## src/rtl/trap_pkg.sv

```systemverilog
// Shared types and constants for the trap controller.
// FSM states, CSR addresses, cause codes and mstatus bit positions.
package trap_pkg;

    typedef enum logic [2:0] {
        IDLE,
        DRAIN,
        W_MEPC,
        W_MCAUSE,
        W_MSTATUS,
        JUMP
    } state_t;

    typedef enum logic [1:0] {
        REQ_NONE  = 2'b00,
        REQ_ECALL = 2'b01,
        REQ_MRET  = 2'b10,
        REQ_RSVD  = 2'b11
    } req_t;

    typedef enum logic [1:0] {
        KIND_NONE,
        KIND_ECALL,
        KIND_MRET,
        KIND_IRQ
    } kind_t;

    localparam logic [11:0] CSR_MSTATUS = 12'h300;
    localparam logic [11:0] CSR_MEPC    = 12'h341;
    localparam logic [11:0] CSR_MCAUSE  = 12'h342;

    localparam int CAUSE_TIMER_CODE = 7;

    localparam int MSTATUS_MIE    = 3;
    localparam int MSTATUS_MPIE   = 7;
    localparam int MSTATUS_MPP_LO = 11;
    localparam int MSTATUS_MPP_HI = 12;

endpackage

```

## src/rtl/trap_ctrl_if.sv

```systemverilog
// Trap request handshake plus the CSR write port and redirect bundle.
// master = requester side (id/ctrl), slave = trap controller.
interface trap_ctrl_if #(
    parameter int XLEN = 64
);
    logic [1:0]      trap_req_i;
    logic [XLEN-1:0] trap_pc_i;
    logic            trap_ack_o;
    logic            csr_wen_o;
    logic [11:0]     csr_waddr_o;
    logic [XLEN-1:0] csr_wdata_o;
    logic            jump_en_o;
    logic [XLEN-1:0] jump_addr_o;

    modport master (
        output trap_req_i, trap_pc_i,
        input  trap_ack_o, csr_wen_o, csr_waddr_o, csr_wdata_o,
        input  jump_en_o, jump_addr_o
    );

    modport slave (
        input  trap_req_i, trap_pc_i,
        output trap_ack_o, csr_wen_o, csr_waddr_o, csr_wdata_o,
        output jump_en_o, jump_addr_o
    );
endinterface

```

## src/rtl/trap_timer.sv

```systemverilog
// Machine timer: free-running mtime, loadable mtimecmp, unsigned pending.
// Only instantiated when TRAP_CTRL_TIMER_INTR_EN is defined.
module trap_timer #(
    parameter int XLEN = 64
) (
    input  logic            clk,
    input  logic            rst,
    input  logic            cmp_we,
    input  logic [XLEN-1:0] cmp_wdata,
    output logic [XLEN-1:0] mtime,
    output logic            pending
);

    logic [XLEN-1:0] mtimecmp;

    always_ff @(posedge clk) begin
        if (rst) begin
            mtime    <= '0;
            mtimecmp <= '1;
        end else begin
            mtime <= mtime + XLEN'(1);
            if (cmp_we) begin
                mtimecmp <= cmp_wdata;
            end
        end
    end

    assign pending = (mtime >= mtimecmp);

endmodule

```

## src/rtl/trap_ctrl.sv

```systemverilog
// Trap controller: ecall/mret/timer-interrupt entry and return sequencing.
// Optional timer source enabled by macro TRAP_CTRL_TIMER_INTR_EN.
module trap_ctrl
    import trap_pkg::*;
#(
    parameter int XLEN = 64
) (
    input  logic            clk,
    input  logic            rst,
    trap_ctrl_if.slave      bus,
    input  logic            pipe_idle_i,
    input  logic [XLEN-1:0] mtvec_i,
    input  logic [XLEN-1:0] mepc_i,
    input  logic [XLEN-1:0] mstatus_i,
    input  logic [XLEN-1:0] a7_i,
    output logic            stall_o
`ifdef TRAP_CTRL_TIMER_INTR_EN
    ,
    input  logic [XLEN-1:0] irq_pc_i,
    input  logic            mtimecmp_we_i,
    input  logic [XLEN-1:0] mtimecmp_wdata_i,
    output logic [XLEN-1:0] mtime_o
`endif
);

    localparam logic [XLEN-1:0] IRQ_CAUSE =
        {1'b1, (XLEN-1)'(CAUSE_TIMER_CODE)};

    state_t          state;
    kind_t           kind;
    logic [XLEN-1:0] pc_q;
    logic [XLEN-1:0] cause_q;

    kind_t           take_kind;
    logic [XLEN-1:0] take_pc;
    logic [XLEN-1:0] take_cause;
    logic [XLEN-1:0] irq_pc;
    logic            pending;
    logic            idle;
    logic            irq_take;

`ifdef TRAP_CTRL_TIMER_INTR_EN
    trap_timer #(.XLEN(XLEN)) u_timer (
        .clk       (clk),
        .rst       (rst),
        .cmp_we    (mtimecmp_we_i),
        .cmp_wdata (mtimecmp_wdata_i),
        .mtime     (mtime_o),
        .pending   (pending)
    );
    assign irq_pc = irq_pc_i;
`else
    assign pending = 1'b0;
    assign irq_pc  = '0;
`endif

    function automatic logic [XLEN-1:0] enter_status(
        input logic [XLEN-1:0] s
    );
        logic [XLEN-1:0] r;
        r = s;
        r[MSTATUS_MPP_HI:MSTATUS_MPP_LO] = 2'b11;
        r[MSTATUS_MPIE] = s[MSTATUS_MIE];
        r[MSTATUS_MIE]  = 1'b0;
        return r;
    endfunction

    function automatic logic [XLEN-1:0] leave_status(
        input logic [XLEN-1:0] s
    );
        logic [XLEN-1:0] r;
        r = s;
        r[MSTATUS_MIE]  = s[MSTATUS_MPIE];
        r[MSTATUS_MPIE] = 1'b1;
        r[MSTATUS_MPP_HI:MSTATUS_MPP_LO] = 2'b00;
        return r;
    endfunction

    assign idle     = (state == IDLE);
    assign irq_take = pending && mstatus_i[MSTATUS_MIE];

    // An enabled timer interrupt wins over a same-cycle ecall/mret.
    always_comb begin
        take_kind  = KIND_NONE;
        take_pc    = bus.trap_pc_i;
        take_cause = '0;
        if (irq_take) begin
            take_kind  = KIND_IRQ;
            take_pc    = irq_pc;
            take_cause = IRQ_CAUSE;
        end else if (bus.trap_req_i == REQ_ECALL) begin
            take_kind  = KIND_ECALL;
            take_cause = a7_i;
        end else if (bus.trap_req_i == REQ_MRET) begin
            take_kind = KIND_MRET;
        end
    end

    assign bus.trap_ack_o = !rst && idle &&
        ((take_kind == KIND_ECALL) || (take_kind == KIND_MRET));

    always_ff @(posedge clk) begin
        if (rst) begin
            state           <= IDLE;
            kind            <= KIND_NONE;
            pc_q            <= '0;
            cause_q         <= '0;
            stall_o         <= 1'b0;
            bus.csr_wen_o   <= 1'b0;
            bus.csr_waddr_o <= '0;
            bus.csr_wdata_o <= '0;
            bus.jump_en_o   <= 1'b0;
            bus.jump_addr_o <= '0;
        end else begin
            bus.csr_wen_o   <= 1'b0;
            bus.csr_waddr_o <= '0;
            bus.csr_wdata_o <= '0;
            bus.jump_en_o   <= 1'b0;
            bus.jump_addr_o <= '0;
            unique case (state)
                IDLE: begin
                    if (take_kind != KIND_NONE) begin
                        state   <= DRAIN;
                        kind    <= take_kind;
                        pc_q    <= take_pc;
                        cause_q <= take_cause;
                        stall_o <= 1'b1;
                    end
                end
                DRAIN: begin
                    if (pipe_idle_i) begin
                        bus.csr_wen_o <= 1'b1;
                        if (kind == KIND_MRET) begin
                            state           <= W_MSTATUS;
                            bus.csr_waddr_o <= CSR_MSTATUS;
                            bus.csr_wdata_o <= leave_status(mstatus_i);
                        end else begin
                            state           <= W_MEPC;
                            bus.csr_waddr_o <= CSR_MEPC;
                            bus.csr_wdata_o <= pc_q;
                        end
                    end
                end
                W_MEPC: begin
                    state           <= W_MCAUSE;
                    bus.csr_wen_o   <= 1'b1;
                    bus.csr_waddr_o <= CSR_MCAUSE;
                    bus.csr_wdata_o <= cause_q;
                end
                W_MCAUSE: begin
                    state           <= W_MSTATUS;
                    bus.csr_wen_o   <= 1'b1;
                    bus.csr_waddr_o <= CSR_MSTATUS;
                    bus.csr_wdata_o <= enter_status(mstatus_i);
                end
                W_MSTATUS: begin
                    state           <= JUMP;
                    bus.jump_en_o   <= 1'b1;
                    bus.jump_addr_o <= (kind == KIND_MRET) ? mepc_i : mtvec_i;
                end
                JUMP: begin
                    state   <= IDLE;
                    stall_o <= 1'b0;
                end
                default: begin
                    state   <= IDLE;
                    stall_o <= 1'b0;
                end
            endcase
        end
    end

endmodule

```

## src/flat_wrapper.sv

```systemverilog
// flat-port wrapper written by rule: the top's interface ports become plain ports
module trap_ctrl_flat import trap_pkg::*;
#(
    parameter int XLEN = 64
)
  (clk, rst, pipe_idle_i, mtvec_i, mepc_i, mstatus_i, a7_i, stall_o, bus_trap_req_i, bus_trap_pc_i, bus_trap_ack_o, bus_csr_wen_o, bus_csr_waddr_o, bus_csr_wdata_o, bus_jump_en_o, bus_jump_addr_o);
  trap_ctrl_if #(.XLEN(XLEN)) bus_i ();
  input  logic clk;
  input  logic rst;
  input  logic pipe_idle_i;
  input  logic [XLEN-1:0] mtvec_i;
  input  logic [XLEN-1:0] mepc_i;
  input  logic [XLEN-1:0] mstatus_i;
  input  logic [XLEN-1:0] a7_i;
  output logic stall_o;
  input wire logic [$bits(bus_i.trap_req_i)-1:0] bus_trap_req_i;
  input wire logic [$bits(bus_i.trap_pc_i)-1:0] bus_trap_pc_i;
  output wire logic [$bits(bus_i.trap_ack_o)-1:0] bus_trap_ack_o;
  output wire logic [$bits(bus_i.csr_wen_o)-1:0] bus_csr_wen_o;
  output wire logic [$bits(bus_i.csr_waddr_o)-1:0] bus_csr_waddr_o;
  output wire logic [$bits(bus_i.csr_wdata_o)-1:0] bus_csr_wdata_o;
  output wire logic [$bits(bus_i.jump_en_o)-1:0] bus_jump_en_o;
  output wire logic [$bits(bus_i.jump_addr_o)-1:0] bus_jump_addr_o;
  assign bus_i.trap_req_i = bus_trap_req_i;
  assign bus_i.trap_pc_i = bus_trap_pc_i;
  assign bus_trap_ack_o = bus_i.trap_ack_o;
  assign bus_csr_wen_o = bus_i.csr_wen_o;
  assign bus_csr_waddr_o = bus_i.csr_waddr_o;
  assign bus_csr_wdata_o = bus_i.csr_wdata_o;
  assign bus_jump_en_o = bus_i.jump_en_o;
  assign bus_jump_addr_o = bus_i.jump_addr_o;
  trap_ctrl #(.XLEN(XLEN)) u_core (.clk(clk), .rst(rst), .bus(bus_i), .pipe_idle_i(pipe_idle_i), .mtvec_i(mtvec_i), .mepc_i(mepc_i), .mstatus_i(mstatus_i), .a7_i(a7_i), .stall_o(stall_o));
endmodule
```

## config.mk

```make
export PLATFORM = sky130hd
export DESIGN_NAME = trap_ctrl_flat
export DESIGN_NICKNAME = d
export VERILOG_FILES = /design/src/rtl/trap_pkg.sv /design/src/rtl/trap_ctrl_if.sv /design/src/rtl/trap_timer.sv /design/src/rtl/trap_ctrl.sv /design/src/flat_wrapper.sv
export SDC_FILE = /design/constraint.sdc
export NUM_CORES = 1
export LEC_CHECK = 0
export ABC_AREA = 1
export BUFFER_PORTS_ARGS = -buffer_cell sky130_fd_sc_hd__clkbuf_2
export CORE_ASPECT_RATIO = 1.75
export CORE_MARGIN = 8
export CORE_UTILIZATION = 30
export DETAILED_ROUTE_END_ITERATION = 8
export PLACE_DENSITY_LB_ADDON = 0.1
export RECOVER_POWER = 100
export SYNTH_ARGS = -nofsm -noshare
export SYNTH_HDL_FRONTEND = slang
export SYNTH_HIERARCHICAL = 1
export SYNTH_SLANG_ARGS = --single-unit
```

## constraint.sdc

```tcl
create_clock -name clk -period 1.4 [get_ports clk]
set_input_delay 0.21 -clock clk [delete_from_list [all_inputs] [get_ports clk]]
set_output_delay 0.21 -clock clk [all_outputs]
set_load 0.01 [all_outputs]
```

; Word level (Yosys, flattened, before mapping)
; Cells that the tools add are included.
; Widths: inputs -> output; s select.
[op_classes]
addsub = 0
mul = 0
div_mod_pow = 0
magnitude_cmp = 0
eq_ne = 11
shift = 0
n_mux = 19
bitwise = 2
reduce_logical = 12
[op_table]
columns = operator, n
row1 = $mux 64, 4
row2 = $pmux 64 s3, 1
row3 = $pmux 12 s3, 1
row4 = $pmux 3 s5, 1
row5 = $mux 12, 1
row6 = $mux 3, 3
row7 = $mux 7, 1
row8 = $eq 2x2->1 const B, 3
row9 = $eq 3x2->1 const B, 2
row10 = $reduce_and 2->1, 3
row11 = $eq 2x1->1 const B, 2
row12 = $mux 2, 2
row13 = $ne 2x2->1 const B, 2
row14 = $pmux 1 s2, 2
row15 = $reduce_or 2->1, 2
row16 = $reduce_or 4->1, 1
row17 = $eq 3x1->1 const B, 1
row18 = $eq 3x3->1 const B, 1
row19 = $logic_not 3->1, 1
row20 = $mux 1, 3
row21 = $logic_and 1x1->1, 2
row22 = $not 1->1, 2
row23 = $reduce_bool 2->1, 1
row24 = $logic_not 1->1, 1
row25 = $logic_or 1x1->1, 1
[totals]
reg_bits = 276
latchBits = 0
ram_bits = 0
mem_bits_ro = 0
input_bits = 325
out_inout_bits = 144
memories = 0

; Longest topological paths before layout
; Gate-level depths: netlist of the first run.
[depth]
word_depth = 6
ltp_mapped = 8
depth_no_buf = 6

; Worst setup path after synthesis of the first run
; OpenSTA, ideal clock, no wires.
[synth_path]
path_type = flip-flop to output port
from = register u_core.state[0]
to = output bus_trap_ack_o
arrival_time_ns = 1.091
required_time_ns = 1.190
setup_slack_ns = 0.099
path_stages_with_launch = 6
n_path_buf = 2
cell_sequence = dfxtp_1 buf_2 nor2_4 nand3b_4 clkbuf_1 nor2_1
[synth_via]
elab_chain_len = 3
[synth_lines]
columns = item, line
row1 = "start, declared", trap_ctrl.sv:29  ; state_t state;
row2 = "start signal, assigned", trap_ctrl.sv:104  ; state <= IDLE;
row3 = "start signal, assigned", trap_ctrl.sv:123  ; state <= DRAIN;
row4 = "start signal, assigned", trap_ctrl.sv:134  ; state <= W_MSTATUS;
row5 = $logic_not 3->1, trap_ctrl.sv:79  ; assign idle = (state == IDLE);
row6 = $logic_and 1x1->1 (2 in a row), trap_ctrl.sv:99  ; assign bus.trap_ack_o = !rst && idle &&
row7 = "end, declared", flat_wrapper.sv:18  ; output wire logic [$bits(bus_i.trap_ack_o)-1:0] bus_trap_ack_o;
; No other way between the ends.

; Worst setup path after layout of the first run
; Same ends and word-level chain as after synthesis.

==> impl_metrics.prom, run 1 <==
# TYPE chip_impl_metric gauge
chip_impl_info{name="status",value="finished, violations left"} 1
chip_impl_info{name="failed_checks",value="negative setup slack"} 1
chip_impl_metric{name="globalplace.congestion",unit=""} 0.816
chip_impl_metric{name="violation_count_after_the_first_detailed_route_iteration",unit=""} 841
chip_impl_metric{name="layout.filler_cells",unit=""} 3724
chip_impl_metric{name="clock_sink_count",unit=""} 267
chip_impl_metric{name="dp_cells",unit=""} 2675
chip_impl_metric{name="cts_max_path_buffers",unit=""} 3
chip_impl_metric{name="die_height",unit="um"} 277
chip_impl_metric{name="dr.pass1.iters",unit=""} 6
chip_impl_metric{name="total_global_route_track_usage",unit="%"} 22.8
chip_impl_metric{name="ys_warn_count",unit=""} 6
chip_impl_metric{name="vias_per_cell",unit=""} 4.61
chip_impl_metric{name="totalNegativeSetupSlack",unit="ps"} -13270
chip_impl_metric{name="synth_top_cell_area_share",unit="%"} 45.9
chip_impl_metric{name="post-layout-total-power",unit="uW"} 21500
chip_impl_metric{name="pwr_density_cell",unit="nW/um^2"} 1040
chip_impl_metric{name="floorplan.initialDensity",unit="%"} 30.4
chip_impl_info{name="commonest_cells_in_the_netlist",value="641 x sky130_fd_sc_hd__nand2_1, 267 x sky130_fd_sc_hd__dfxtp_1, 261 x sky130_fd_sc_hd__a21oi_1, 196 x sky130_fd_sc_hd__nor2_1, 191 x sky130_fd_sc_hd__inv_1"} 1
chip_impl_metric{name="ioPinCount",unit=""} 469
chip_impl_metric{name="synth_area",unit="um^2"} 11700
chip_impl_metric{name="postSynth.asyncResetShare",unit="%"} 0
chip_impl_metric{name="synthesized_area_per_cell",unit="um^2"} 6.57
chip_impl_metric{name="cts_buffers",unit=""} 29
chip_impl_info{name="main_combinational_cell_family_by_area_after_synthesis",value="simple AND/OR/NAND/NOR gates"} 1
chip_impl_metric{name="htree_num_levels",unit=""} 1
chip_impl_info{name="post_synth_main_area_contributors",value="sky130_fd_sc_hd__dfxtp_1 46%, sky130_fd_sc_hd__nand2_1 21%, sky130_fd_sc_hd__a21oi_1 11%"} 1
chip_impl_metric{name="drv_cap",unit=""} 0
chip_impl_metric{name="synth_mux_area_share",unit="%"} 0
chip_impl_metric{name="die_width",unit="um"} 165
chip_impl_metric{name="p_leak",unit="uW"} 0.00932
chip_impl_metric{name="core_area",unit="um^2"} 38400
chip_impl_info{name="critical_path.startpoint_type",value="register"} 1
chip_impl_info{name="rsz0062_at_grt",value="true"} 1
chip_impl_metric{name="antenna_found_initial",unit=""} 4
chip_impl_metric{name="arrival",unit="ps"} 1500
chip_impl_metric{name="synth_simple_gate_area_share",unit="%"} 30.6
chip_impl_metric{name="fp.dieArea",unit="um^2"} 45700
chip_impl_info{name="hold_path_class",value="in2reg"} 1
chip_impl_metric{name="synth_cell_type_count",unit=""} 21
chip_impl_metric{name="buffer_ports.inserted",unit=""} 459
chip_impl_metric{name="dp_slack",unit="ps"} -197
chip_impl_metric{name="cts.clk_slew.worst_paths",unit="ps"} 60
chip_impl_metric{name="synth_seq_cells",unit=""} 267
chip_impl_metric{name="detail-route-antenna-nets",unit=""} 0
chip_impl_metric{name="grt_pass1_vias",unit=""} 14300
chip_impl_metric{name="timing.final.setup_violations",unit=""} 135
chip_impl_metric{name="synthToLayoutAreaGrowth",unit="%"} 77.3
chip_impl_info{name="synth_top_cell_by_area",value="sky130_fd_sc_hd__dfxtp_1"} 1
chip_impl_metric{name="period_minus_slack",unit="ps"} 1710
chip_impl_metric{name="overflow",unit=""} 0
chip_impl_metric{name="wire_length_of_the_first_global_routing_pass",unit="mm"} 81.3
chip_impl_metric{name="synthesis.instances",unit=""} 1773
chip_impl_metric{name="drive_above_1_share",unit="%"} 27.6
chip_impl_info{name="setup.worst_path.class",value="reg2out"} 1
chip_impl_metric{name="vdd_ir_drop_max",unit="mV"} 0.847
chip_impl_metric{name="avgRoutedWirePerCell",unit="um"} 18.7
chip_impl_metric{name="finalWorstSetupSlack",unit="ps"} -312
chip_impl_metric{name="grt_max_degree",unit=""} 89
chip_impl_info{name="ys.flop_type",value="sky130_fd_sc_hd__dfxtp_1"} 1
chip_impl_metric{name="maxSlewViolCount",unit=""} 0
chip_impl_metric{name="clock_insertion_delay_worst_skew",unit="ps"} 570
chip_impl_info{name="clock_root_buffer_master",value="sky130_fd_sc_hd__clkbuf_16"} 1
chip_impl_metric{name="dp.final_hpwl",unit="mm"} 34.9
chip_impl_metric{name="synth-xor-area-share",unit="%"} 0
chip_impl_info{name="tritoncts",value="built"} 1
chip_impl_metric{name="totalWireLength",unit="mm"} 57.1
chip_impl_metric{name="placementRows",unit=""} 95
chip_impl_metric{name="synth_sequential_area_ratio",unit="%"} 45.9
chip_impl_metric{name="vias",unit=""} 14100
chip_impl_metric{name="synth_compound_area_share",unit="%"} 11.5
chip_impl_metric{name="layout_worst_path_cycle_share",unit="%"} 122
chip_impl_metric{name="synth_fa_ha_area_share",unit="%"} 0.215
chip_impl_metric{name="timing.final.hold_violations",unit=""} 0
chip_impl_metric{name="fin_skew",unit="ps"} 19.2
chip_impl_metric{name="achievable-frequency",unit="MHz"} 584
chip_impl_info{name="cell_with_the_most_instances_after_synthesis",value="sky130_fd_sc_hd__nand2_1"} 1
chip_impl_metric{name="design.final.nets",unit=""} 2882
chip_impl_info{name="critPathCaptureType",value="output pin"} 1
chip_impl_metric{name="synth-edff-count",unit=""} 0
chip_impl_metric{name="final_cell_count_without_fillers",unit=""} 3062
chip_impl_metric{name="timing.critical_path.fanout_max",unit=""} 3
chip_impl_metric{name="required",unit="ps"} 1190
chip_impl_metric{name="drc",unit=""} 0
## critical path, cell delays in order (launching register included)
cell                       delay (ps)
sky130_fd_sc_hd__dfxtp_4          360
sky130_fd_sc_hd__nor2_4           150
sky130_fd_sc_hd__nand3b_4          90
sky130_fd_sc_hd__buf_6            140
sky130_fd_sc_hd__nor2_4            90
sky130_fd_sc_hd__buf_8            110
## cell type report
| class | count | area [um^2] | share of cell area (%) |
|---|---|---|---|
| repair inverters | 1 | 8.76 | 0.0424 |
| repair buffers | 872 | 7080 | 34.3 |
| well taps | 485 | 607 | 2.94 |
| inverters | 195 | 747 | 3.62 |
| clock buffers | 37 | 806 | 3.90 |
| clock inverters | 14 | 205 | 0.993 |
| flip-flops and latches | 267 | 5360 | 25.9 |
| diodes | 2 | 5.00 | 0.0242 |
| multi-input cells | 1189 | 5840 | 28.3 |
## per-layer routing
metal  routed length (um)  share of wire [%]  GRT usage, %
met1                21300                 37          24.5
met2                29100                 51          41.2
met5                   13              0.023             0
met3                 4090                7.2          4.30
met4                 2650                4.6          11.5
## cells by family after synthesis
kind of cell	count (synthesis)
adders and majority gates	2
other	1
and+or+nand+nor	914
AOI/OAI and AO/OA	266
buffers and inverters	323
DFF	267
## metrics by stage
stage	hold slack [ps]	instance area [um^2]	util (%)
after global routing	29.7	20700	53.8
after floorplan	353	11700	-
after detailed placement	442	14900	38.8
after CTS	0.00283	19800	51.5
after global placement	439	14900	38.8
final	28.5	20700	53.8
## final timing paths
| path | from | to | slack (ps) | cells after the start |
|---|---|---|---|---|
| worst min-delay path | mstatus_i[45] | u_core/bus.csr_wdata_o[45] | 30 | 5 |
| worst max register to register | u_core/state[2] | u_core/bus.csr_wdata_o[16] | -220 | 10 |
| worst min register to register | u_core/pc_q[37] | u_core/pc_q[37] | 460 | 2 |
| worst max-delay path | u_core/state[0] | bus_trap_ack_o | -310 | 5 |
## flip-flops by register name, summed over array words and instances, names as in the netlist, 2 cells and up
name / count
u_core/pc_q: 64
u_core/bus.csr_wdata_o: 64
u_core/kind: 2
u_core/state: 3
u_core/bus.jump_addr_o: 64
u_core/cause_q: 64
u_core/bus.csr_waddr_o: 4
## layout by cell type, fill, tap and decap left out, types with 3 or more instances in the layout
cell | netlist | final
sky130_fd_sc_hd__inv_4 | 0 | 3
sky130_fd_sc_hd__nand2_4 | 0 | 4
sky130_fd_sc_hd__a21oi_2 | 0 | 43
sky130_fd_sc_hd__dfxtp_1 | 267 | 263
sky130_fd_sc_hd__clkbuf_16 | 0 | 42
sky130_fd_sc_hd__nor2_4 | 2 | 63
sky130_fd_sc_hd__nand3_1 | 70 | 68
sky130_fd_sc_hd__nor2_1 | 196 | 80
sky130_fd_sc_hd__buf_16 | 0 | 20
sky130_fd_sc_hd__clkinv_2 | 0 | 6
sky130_fd_sc_hd__inv_1 | 191 | 190
sky130_fd_sc_hd__a21oi_1 | 261 | 216
sky130_fd_sc_hd__dlygate4sd3_1 | 0 | 274
sky130_fd_sc_hd__buf_4 | 9 | 49
sky130_fd_sc_hd__o21ai_0 | 3 | 3
sky130_fd_sc_hd__nand2_2 | 0 | 12
sky130_fd_sc_hd__nand2_1 | 641 | 624
sky130_fd_sc_hd__nand3_4 | 0 | 3
sky130_fd_sc_hd__clkbuf_2 | 0 | 328
sky130_fd_sc_hd__clkbuf_8 | 0 | 5
sky130_fd_sc_hd__bufinv_16 | 0 | 5
sky130_fd_sc_hd__clkbuf_1 | 62 | 133
sky130_fd_sc_hd__buf_6 | 11 | 20
sky130_fd_sc_hd__conb_1 | 1 | 7
sky130_fd_sc_hd__buf_12 | 0 | 32
sky130_fd_sc_hd__inv_6 | 0 | 3
sky130_fd_sc_hd__buf_8 | 0 | 4
sky130_fd_sc_hd__nor2_2 | 0 | 55
## timing repair
| action | 4_1_cts | 5_1_grt |
|---|---|---|
| gates resized for setup | 128 | 197 |
| setup buffers | 20 | 9 |
| setup endpoints to repair | 58 | 202 |
| hold endpoints to repair | 211 | 0 |
| pin swaps | 47 | 85 |
| gates cloned | 18 | 15 |
| hold buffers | 274 | 0 |
## power by group
group | total, uW | switching [uW] | internal (uW)
sequential | 8100 | 165 | 7940
combinational | 5030 | 2600 | 2430
clock | 8340 | 3370 | 4970
total | 21500 | 6140 | 15300
Power figures use the tool's default switching activity.
==> run 2, diff against run 1 <==
- CELL_PAD_IN_SITES_DETAIL_PLACEMENT: unset -> 1
- CELL_PAD_IN_SITES_GLOBAL_PLACEMENT: unset -> 1
==> impl_metrics.prom, run 2 (synthesis results as in run 1) <==
# TYPE chip_impl_metric gauge
chip_impl_info{name="critical_path.startpoint_type",value="register"} 1
chip_impl_metric{name="floorplan.initialDensity",unit="%"} 30.4
chip_impl_metric{name="vdd_ir_drop_max",unit="mV"} 0.822
chip_impl_info{name="tritoncts",value="built"} 1
chip_impl_metric{name="grt_max_degree",unit=""} 81
chip_impl_metric{name="total_global_route_track_usage",unit="%"} 26.4
chip_impl_metric{name="core_area",unit="um^2"} 38400
chip_impl_metric{name="achievable-frequency",unit="MHz"} 561
chip_impl_metric{name="die_width",unit="um"} 165
chip_impl_metric{name="placementRows",unit=""} 95
chip_impl_metric{name="finalWorstSetupSlack",unit="ps"} -382
chip_impl_metric{name="dr.pass1.iters",unit=""} 4
chip_impl_metric{name="overflow",unit=""} 0
chip_impl_metric{name="vias",unit=""} 14500
chip_impl_metric{name="antenna_found_initial",unit=""} 7
chip_impl_metric{name="fin_skew",unit="ps"} 13.1
chip_impl_metric{name="clock_insertion_delay_worst_skew",unit="ps"} 560
chip_impl_metric{name="required",unit="ps"} 1190
chip_impl_metric{name="timing.final.hold_violations",unit=""} 0
chip_impl_metric{name="met2WireLength",unit="mm"} 34.1
chip_impl_metric{name="final_cell_count_without_fillers",unit=""} 3040
chip_impl_metric{name="period_minus_slack",unit="ps"} 1780
chip_impl_info{name="layout.cells.most_common_list",value="592 x sky130_fd_sc_hd__nand2_1, 328 x sky130_fd_sc_hd__clkbuf_2, 263 x sky130_fd_sc_hd__dfxtp_1"} 1
chip_impl_info{name="clock_root_buffer_master",value="sky130_fd_sc_hd__clkbuf_16"} 1
chip_impl_info{name="setup.worst_path.class",value="reg2out"} 1
chip_impl_metric{name="cts_max_path_buffers",unit=""} 3
chip_impl_info{name="status",value="finished, violations left"} 1
chip_impl_metric{name="timing.reg2reg.worst_path_depth",unit=""} 10
chip_impl_metric{name="totalWireLength",unit="mm"} 64.1
chip_impl_metric{name="htree_num_levels",unit=""} 1
chip_impl_metric{name="detail-route-antenna-nets",unit=""} 0
chip_impl_info{name="critPathCaptureType",value="output pin"} 1
chip_impl_metric{name="layout_worst_path_cycle_share",unit="%"} 127
chip_impl_info{name="highest-signal-layer",value="met4"} 1
chip_impl_metric{name="maxSlewViolCount",unit=""} 0
chip_impl_info{name="mostFrequentLayoutCell",value="sky130_fd_sc_hd__nand2_1"} 1
chip_impl_metric{name="dp_cells",unit=""} 2672
chip_impl_metric{name="wire_length_of_the_first_global_routing_pass",unit="mm"} 93.8
chip_impl_metric{name="post_route_worst_hold_slack",unit="ps"} 20.4
chip_impl_metric{name="ioPinCount",unit=""} 469
chip_impl_metric{name="dr_wl_met3",unit="mm"} 3.76
chip_impl_metric{name="avgRoutedWirePerCell",unit="um"} 21.1
chip_impl_metric{name="dp_slack",unit="ps"} -181
chip_impl_metric{name="grt_pass1_vias",unit=""} 16100
chip_impl_metric{name="arrival",unit="ps"} 1570
chip_impl_info{name="hold_path_class",value="in2reg"} 1
chip_impl_metric{name="drc",unit=""} 0
chip_impl_info{name="critical_path_origin",value="u_core/state[0]"} 1
chip_impl_metric{name="buffer_ports.inserted",unit=""} 459
chip_impl_info{name="rsz0062_at_grt",value="true"} 1
chip_impl_metric{name="clock_sink_count",unit=""} 267
chip_impl_info{name="r2r-end",value="u_core/bus.jump_addr_o[1]"} 1
chip_impl_metric{name="cts_buffers",unit=""} 28
chip_impl_metric{name="pwr_density_cell",unit="nW/um^2"} 1020
chip_impl_metric{name="totalNegativeSetupSlack",unit="ps"} -40200
chip_impl_info{name="crit_path_end",value="bus_trap_ack_o"} 1
chip_impl_info{name="failed_checks",value="negative setup slack"} 1
chip_impl_metric{name="reg_to_reg_slack_setup",unit="ps"} -280
chip_impl_metric{name="fp.dieArea",unit="um^2"} 45700
chip_impl_metric{name="cts.clk_slew.worst_paths",unit="ps"} 70
chip_impl_metric{name="drive_above_1_share",unit="%"} 32.8
chip_impl_metric{name="min_delay_path_depth",unit=""} 5
chip_impl_metric{name="timing.critical_path.fanout_max",unit=""} 2
chip_impl_metric{name="violation_count_after_the_first_detailed_route_iteration",unit=""} 647
chip_impl_metric{name="p_leak",unit="uW"} 0.00946
chip_impl_metric{name="synthToLayoutAreaGrowth",unit="%"} 80.0
chip_impl_metric{name="vias_per_cell",unit=""} 4.78
chip_impl_metric{name="routedLengthMet1",unit="mm"} 22.9
chip_impl_metric{name="globalplace.congestion",unit=""} 0.786
chip_impl_metric{name="die_height",unit="um"} 277
chip_impl_metric{name="drv_cap",unit=""} 0
chip_impl_metric{name="design.final.nets",unit=""} 2854
chip_impl_metric{name="timing.final.setup_violations",unit=""} 264
chip_impl_metric{name="dp.final_hpwl",unit="mm"} 36.5
chip_impl_info{name="crit-reg2reg-launch",value="u_core/state[2]"} 1
-- run 2: cell count changes in the layout (fill, tap and decap cells not counted), sizes merged, moves of 5 or more --
cell / before / now
buf: 125 / 133
clkbuf: 509 / 502
diode: 2 / 7
dlygate4sd3: 274 / 245
clkinvlp: 1 / 7
-- run 2: stage by stage --
step | power [uW] | cell area [um^2] | util, %
2_1_floorplan | 9950 | 11700 | -
3_3_place_gp | 11500 | 14900 | 38.9
3_5_place_dp | 11500 | 14900 | 38.9
4_1_cts | 21200 | 20100 | 52.4
5_1_grt | 22400 | 21000 | 54.6
6_report | 21500 | 21000 | 54.6
-- run 2: cell type report --
cell class                      count  area [um^2]
Clock inverter                     12          128
Timing Repair Buffer              845         6850
Fill cell                        4777        17400
Sequential cell                   267         5350
Timing Repair inverter              1         11.3
Antenna cell                        7         17.5
Clock buffer                       39          843
Tap cell                          485          607
Inverter                          195          752
Multi-Input combinational cell   1189         6420
-- run 2: layer usage --
layer,track usage [%],up-vias
met3,4.69,159
met4,14.4,0
met2,48.8,503
met1,27.2,6948
li1,-,6913
met5,0,-
-- run 2: worst min path at each step --
stage                          start                          to  slack, ps
finish                      a7_i[52]          u_core/cause_q[52]         20
global route                a7_i[60]          u_core/cause_q[60]         20
detailed placement        mepc_i[57]  u_core/bus.jump_addr_o[57]        450
CTS                         a7_i[56]          u_core/cause_q[56]          3
floorplan           bus_trap_pc_i[0]              u_core/pc_q[0]        350
global placement           mepc_i[4]   u_core/bus.jump_addr_o[4]        440
-- run 2: repair_timing --
action | 4_1_cts | 5_1_grt
buffers inserted | 30 | 11
hold endpoints to repair | 184 | 0
setup endpoints to repair | 180 | 264
pin swaps | 52 | 88
hold buffers | 245 | 0
gates resized for setup | 190 | 295
gates cloned | 28 | 7
-- run 2: critical path, cell delays in order, from the launching register on --
cell                       delay [ps]
sky130_fd_sc_hd__dfxtp_2          330
sky130_fd_sc_hd__buf_6            120
sky130_fd_sc_hd__nor2_4           130
sky130_fd_sc_hd__nand3b_4         100
sky130_fd_sc_hd__buf_6            130
sky130_fd_sc_hd__nor2_4            90
sky130_fd_sc_hd__buf_8            110
-- run 2: power by group --
part	total (uW)	switching, uW	internal (uW)
Clock	7930	3360	4570
Combinational	5420	2860	2560
Sequential	8130	197	7940
Total	21500	6420	15100
